===== src/rtl/calc_pkg.sv =====
// Shared types and sizing for the calculator keypad number builder.
package calc_pkg;

    localparam int NUM_W      = 22;
    localparam int MAX_DIGITS = 6;
    localparam int LEN_W      = 3;

    typedef logic [3:0] bcd_t;

    typedef enum logic [0:0] {
        ST_IDLE    = 1'b0,
        ST_CONVERT = 1'b1
    } entry_state_t;

    function automatic logic is_decimal(input bcd_t d);
        return (d <= 4'd9);
    endfunction

endpackage


===== src/rtl/mul10_add.sv =====
// Combinational decimal shift-in step: result = acc*10 + d using shifts only.
module mul10_add
    import calc_pkg::*;
(
    input  logic [NUM_W-1:0] acc,
    input  bcd_t             d,
    output logic [NUM_W-1:0] result
);

    assign result = (acc << 3) + (acc << 1) + {{(NUM_W-4){1'b0}}, d};

endmodule


===== src/rtl/digit_entry.sv =====
// Keypad digit buffer with serial BCD-to-binary conversion and sign handling.
// Optional build macro DIGIT_ENTRY_ZERO_SUPPRESS_EN discards leading zero keys.
module digit_entry
    import calc_pkg::*;
(
    input  logic                    clk,
    input  logic                    rst,
    input  logic                    digit_valid,
    input  logic [3:0]              digit,
    input  logic                    bksp,
    input  logic                    clear,
    input  logic                    negate,
    output logic                    ready,
    output logic signed [NUM_W-1:0] binary_num,
    output logic [LEN_W-1:0]        length,
    output logic                    value_valid,
    output logic                    overflow
);

    entry_state_t     state_r, state_s;
    logic [LEN_W-1:0] len_r, len_s;
    logic [LEN_W-1:0] idx_r, idx_s;
    logic             sign_r, sign_s;
    bcd_t             digits_r [MAX_DIGITS];
    bcd_t             digits_s [MAX_DIGITS];
    logic [NUM_W-1:0] acc_r, acc_s;
    logic [NUM_W-1:0] num_r, num_s;
    logic             vv_r, vv_s;
    logic             ovf_r, ovf_s;
    bcd_t             cur_digit_s;
    logic [NUM_W-1:0] mac_s;
    logic             last_s;
    logic             zero_drop_s;

    // An empty buffer converts as a single zero digit.
    assign cur_digit_s = (len_r == {LEN_W{1'b0}}) ? 4'd0 : digits_r[idx_r];
    assign last_s      = (len_r == {LEN_W{1'b0}}) || (idx_r == (len_r - LEN_W'(1)));

`ifdef DIGIT_ENTRY_ZERO_SUPPRESS_EN
    assign zero_drop_s = (digit == 4'd0) && (len_r == {LEN_W{1'b0}});
`else
    assign zero_drop_s = 1'b0;
`endif

    mul10_add u_mul10_add (
        .acc    (acc_r),
        .d      (cur_digit_s),
        .result (mac_s)
    );

    // Next-state, buffer edits and conversion step.
    always_comb begin
        state_s   = state_r;
        len_s     = len_r;
        idx_s     = idx_r;
        sign_s    = sign_r;
        digits_s  = digits_r;
        acc_s     = acc_r;
        num_s     = num_r;
        vv_s      = 1'b0;
        ovf_s     = 1'b0;
        case (state_r)
            ST_IDLE: begin
                idx_s = {LEN_W{1'b0}};
                acc_s = {NUM_W{1'b0}};
                if (clear) begin
                    len_s   = {LEN_W{1'b0}};
                    sign_s  = 1'b0;
                    state_s = ST_CONVERT;
                end else if (bksp) begin
                    if (len_r != {LEN_W{1'b0}}) begin
                        len_s   = len_r - LEN_W'(1);
                        state_s = ST_CONVERT;
                    end else begin
                        state_s = ST_IDLE;
                    end
                end else if (negate) begin
                    sign_s  = ~sign_r;
                    state_s = ST_CONVERT;
                end else if (digit_valid && is_decimal(digit)) begin
                    if (len_r == LEN_W'(MAX_DIGITS)) begin
                        ovf_s = 1'b1;
                    end else if (zero_drop_s) begin
                        state_s = ST_IDLE;
                    end else begin
                        digits_s[len_r] = digit;
                        len_s           = len_r + LEN_W'(1);
                        state_s         = ST_CONVERT;
                    end
                end else begin
                    state_s = ST_IDLE;
                end
            end
            ST_CONVERT: begin
                acc_s = mac_s;
                idx_s = idx_r + LEN_W'(1);
                // Two's-complement negate; a zero magnitude stays zero.
                if (last_s) begin
                    num_s   = sign_r ? (~mac_s + NUM_W'(1)) : mac_s;
                    vv_s    = 1'b1;
                    state_s = ST_IDLE;
                end else begin
                    state_s = ST_CONVERT;
                end
            end
            default: begin
                state_s = ST_IDLE;
            end
        endcase
    end

    // State and datapath registers.
    always_ff @(posedge clk or posedge rst) begin
        if (rst) begin
            state_r <= ST_IDLE;
            len_r   <= {LEN_W{1'b0}};
            idx_r   <= {LEN_W{1'b0}};
            sign_r  <= 1'b0;
            acc_r   <= {NUM_W{1'b0}};
            num_r   <= {NUM_W{1'b0}};
            vv_r    <= 1'b0;
            ovf_r   <= 1'b0;
            for (int i = 0; i < MAX_DIGITS; i++) begin
                digits_r[i] <= 4'd0;
            end
        end else begin
            state_r  <= state_s;
            len_r    <= len_s;
            idx_r    <= idx_s;
            sign_r   <= sign_s;
            acc_r    <= acc_s;
            num_r    <= num_s;
            vv_r     <= vv_s;
            ovf_r    <= ovf_s;
            digits_r <= digits_s;
        end
    end

    assign ready       = (state_r == ST_IDLE);
    assign binary_num  = num_r;
    assign length      = len_r;
    assign value_valid = vv_r;
    assign overflow    = ovf_r;

endmodule


===== config.mk =====
export PLATFORM = sky130hd
export DESIGN_NAME = digit_entry
export DESIGN_NICKNAME = d
export VERILOG_FILES = /design/src/rtl/calc_pkg.sv /design/src/rtl/mul10_add.sv /design/src/rtl/digit_entry.sv
export SDC_FILE = /design/constraint.sdc
export NUM_CORES = 1
export LEC_CHECK = 0
export ABC_CLOCK_PERIOD_IN_PS = 7500
export BUFFER_PORTS_ARGS = -buffer_cell sky130_fd_sc_hd__buf_2
export CAP_MARGIN = 20
export CELL_PAD_IN_SITES_DETAIL_PLACEMENT = 0
export CELL_PAD_IN_SITES_GLOBAL_PLACEMENT = 2
export CORE_MARGIN = 2
export CORE_UTILIZATION = 42
export CTS_CLUSTER_DIAMETER = 120
export CTS_CLUSTER_SIZE = 25
export DETAILED_ROUTE_END_ITERATION = 10
export GPL_ROUTABILITY_DRIVEN = 0
export GPL_TIMING_DRIVEN = 0
export PLACE_DENSITY = 0.89
export SYNTH_ARGS = -nofsm -noshare
export SYNTH_HDL_FRONTEND = slang
export SYNTH_SLANG_ARGS = --single-unit

===== constraint.sdc =====
create_clock -name clk -period 7.5 [get_ports clk]
set_clock_uncertainty 0.2 [all_clocks]
set_input_delay 0.375 -clock clk [delete_from_list [all_inputs] [get_ports clk]]
set_output_delay 0.375 -clock clk [all_outputs]
set_load 0.05 [all_outputs]

==> results.toml <==
[outcome]
run_status = "completed"

[setup_path]
reg2reg_to = "binary_num[21]$_DFFE_PP0P_"
worst-r2r-setup-slack_ns = 2.04
rr_startpoint = "idx_r[0]$_DFF_PP0_"
slowest_delay_ns = 0.63
end_kind = "flop"
crit_chain = "buf_6 -> mux4_2 -> o2bb2ai_1 -> nand2_1 -> fa_1 -> fa_1 -> nand2b_1 -> a21o_1 -> a21boi_0 -> o21ai_0 -> a2111oi_0 -> nand3b_1 -> o41ai_2 -> xnor2_1 -> o21ai_1"
cp_common_cell = "fa_1"
crit_required_ns = 7.50
critPathKind = "flop to flop"
worstPathArrival_ns = 5.46
crit_path_max_fanout = 10
slowest_stage = "a2111oi_0"
r2r.worst_path.cells = 15
cp-start-kind = "flop"

[detailed_routing]
vias = 4022
met2_length_mm = 5.919
wl_met1_mm = 5.766
dr.max_layer_used = "met4"
dr.pass1.iters = 4
ant_nets = 0
wl_met3_um = 297
drt_wl_total_mm = 12.17
drc = 0
dr.first_iter.drc_count = 194
post_drt_via_cell_ratio = 5.578
avgRoutedWirePerCell_um = 16.87

[finish]
register_area_um2 = 1927
final_cells = 721
finalNetCount = 626
syn2layout_area_growth_pct = 13.47
multiInputGateArea_um2 = 3003
final_area_um2 = 5774
diodes = 0
fillers = 1169
drive_gt1_share_pct = 17.42

[logic_synthesis]
yosysMostFrequentCell = "dfrtp_1"
syn_inst = 521
synthDistinctLibCells = 70
synth_flop_cell = "dfrtp_1"
synth.avg_cell_area_um2 = 9.767
yosys.area.top_type_share_pct = 37.87
syn-num-nets = 577
yosysSeqAreaShare_pct = 37.87
async_reset_ff_share_pct = 100.0
synth.cell_area_um2 = 5089
ys_warn_count = 0
synth_largest_area_cell = "dfrtp_1"
synth-seq-cells = 77
ys_top_cells_by_area = "dfrtp_1, ha_1, mux2_2"
synth_edf_count = 0
synth_common_cells = "dfrtp_1, nand2_1, ha_1"

[die]
die_h_um = 114.1
ios = 38
dieArea_um2 = 13010
initial_utilization_pct = 42.72
num_rows = 40
fp.coreArea_um2 = 11910
die_x_um = 114.1

[clock_network]
cts.sinks = 77
cts_buffers = 9
hold_buffers = 1
htree_levels = 3
clockBufferDepth = 2
clk_pin_slew_ns = 0.06
cts_setup_buffers = 0
cts_tree = "built"
cts-root-buf = "clkbuf_16"
ctsResizeCount = 0
clk_latency_ns = 0.34

[timing]
setup_violations = 0
relSlewSlack_pct = 32.62
hold_viol = 0
worstMarginPinSlew_ns = 1.001
period_needed_ns = 5.458
fmax_mhz = 183.2
fin_ws_ns = 2.042
post-route-period-util_pct = 72.77
rsz0062_at_grt = "no"
slew_viol_final = 0
setup-tns-final_ns = 0

[place]
hpwl_mm = 9.408
port_buffers = 36
dpl.cell_count = 705
dpl_worst_slack_ns = 2.069
place_area_um2 = 5475

[global_routing]
grt_antenna_before_repair = 0
grt_max_degree = 43
grt_pass1_vias = 3982
grt.overflow.total = 0
grtUsageTotal_pct = 19.68
grt_pass1_wl_mm = 19.95

[worst_hold_path]
whs_endpoint = "sign_r$_DFFE_PP0P_"
hold_path_class = "input pin to flop"
min_delay_path_depth = 3
worstHoldStart = "negate"

[power_and_ir_drop]
total_leakage_power_nw = 2.796
worst_ir_drop_vdd_mv = 0.1931
p_per_area_nw_per_um2 = 449.8
power_mw = 2.597

[job]
cap_viol_max_count = 0
-- flip-flops by register name, summed over array words and instances, names as in the netlist --
register / cells
binary_num: 22
digits_r: 24
idx_r: 3
value_valid: 1
length: 3
sign_r: 1
state_r: 1
overflow: 1
acc_r: 21
-- per-layer routing --
| metal | track usage [%] | up-vias |
|---|---|---|
| met5 | 0 | - |
| met4 | 5.691 | 0 |
| met3 | 3.864 | 14 |
| met2 | 33.49 | 57 |
| li1 | - | 1976 |
| met1 | 25.55 | 1975 |
-- how the worst max path moves through the flow --
stage	start	end	slack, ns	depth (start not counted)
CTS	idx_r[0]$_DFF_PP0_	binary_num[21]$_DFFE_PP0P_	2.06	15
floorplan	length[0]$_DFFE_PP0P_	binary_num[21]$_DFFE_PP0P_	2.82	15
global route	length[0]$_DFFE_PP0P_	binary_num[20]$_DFFE_PP0P_	1.73	17
detailed placement	idx_r[0]$_DFF_PP0_	binary_num[21]$_DFFE_PP0P_	2.07	15
global placement	idx_r[0]$_DFF_PP0_	binary_num[20]$_DFFE_PP0P_	2.15	15
finish	idx_r[0]$_DFF_PP0_	binary_num[21]$_DFFE_PP0P_	2.04	15
-- placed cells by master (no fill, tap or decap), types with 3 or more instances in the layout --
cell type  count
nor3_1         9
clkbuf_16      9
a211oi_1       5
nor2_1        37
a31oi_1        3
mux2_2        25
o31ai_1        7
a21oi_1       27
mux2i_1        6
nand2b_1       8
dfrtp_1       77
o21ai_1        7
o2111ai_1      3
nand4_1        3
and3_1         4
and2_1        15
a211o_1        3
nand2_1       46
mux4_2         4
clkbuf_1      15
a21o_1         5
nand3_1        7
o21ai_0       38
buf_2         37
inv_1         19
ha_1          44
xor2_1        21
nor2b_1        7
or3_1          4
xnor2_1       17
-- metrics by stage --
stage	utilization (%)	hold slack, ns
after floorplan	-	0.2741
after global placement	45.78	0.2595
after detailed placement	45.97	0.2356
after CTS	48.48	0.1102
after global routing	48.48	0.1535
final	48.48	0.1190
-- cell type report --
cell class | instances | share of cell area, %
Inverter | 20 | 1.343
Tap cell | 147 | 3.185
Multi-Input combinational cell | 406 | 52.00
Clock buffer | 9 | 3.900
Clock inverter | 6 | 1.105
Sequential cell | 77 | 33.37
Timing Repair Buffer | 38 | 3.640
Buffer | 18 | 1.452
-- report_power, final --
| group | internal, mW | switching (mW) |
|---|---|---|
| Combinational | 0.550 | 0.984 |
| Clock | 0.255 | 0.171 |
| Sequential | 0.548 | 0.0880 |
-- cell families (layout without fill, tap and decap cells) --
family	after synthesis	in the layout	share of synthesized area, %
AO/OA/AOI/OAI	129	129	16.82
XOR/XNOR	38	38	6.540
adder cells (fa/ha/maj)	46	46	11.61
buffers and inverters	38	91	3.122
flip-flops	77	77	37.87
multiplexers	35	35	8.483
AND/OR/NAND/NOR	158	158	15.56
-- critical path, delay by kind of cell, from the launching register on --
family,cells,cell delay (ns)
compound gates,7,2.29
buf+inv,1,0.19
simple gates,3,0.63
xor+xnor,1,0.17
mux,1,0.52
fa+ha+maj,2,0.94
flops,1,0.37
No activity file was read; power rests on OpenSTA's default activity.
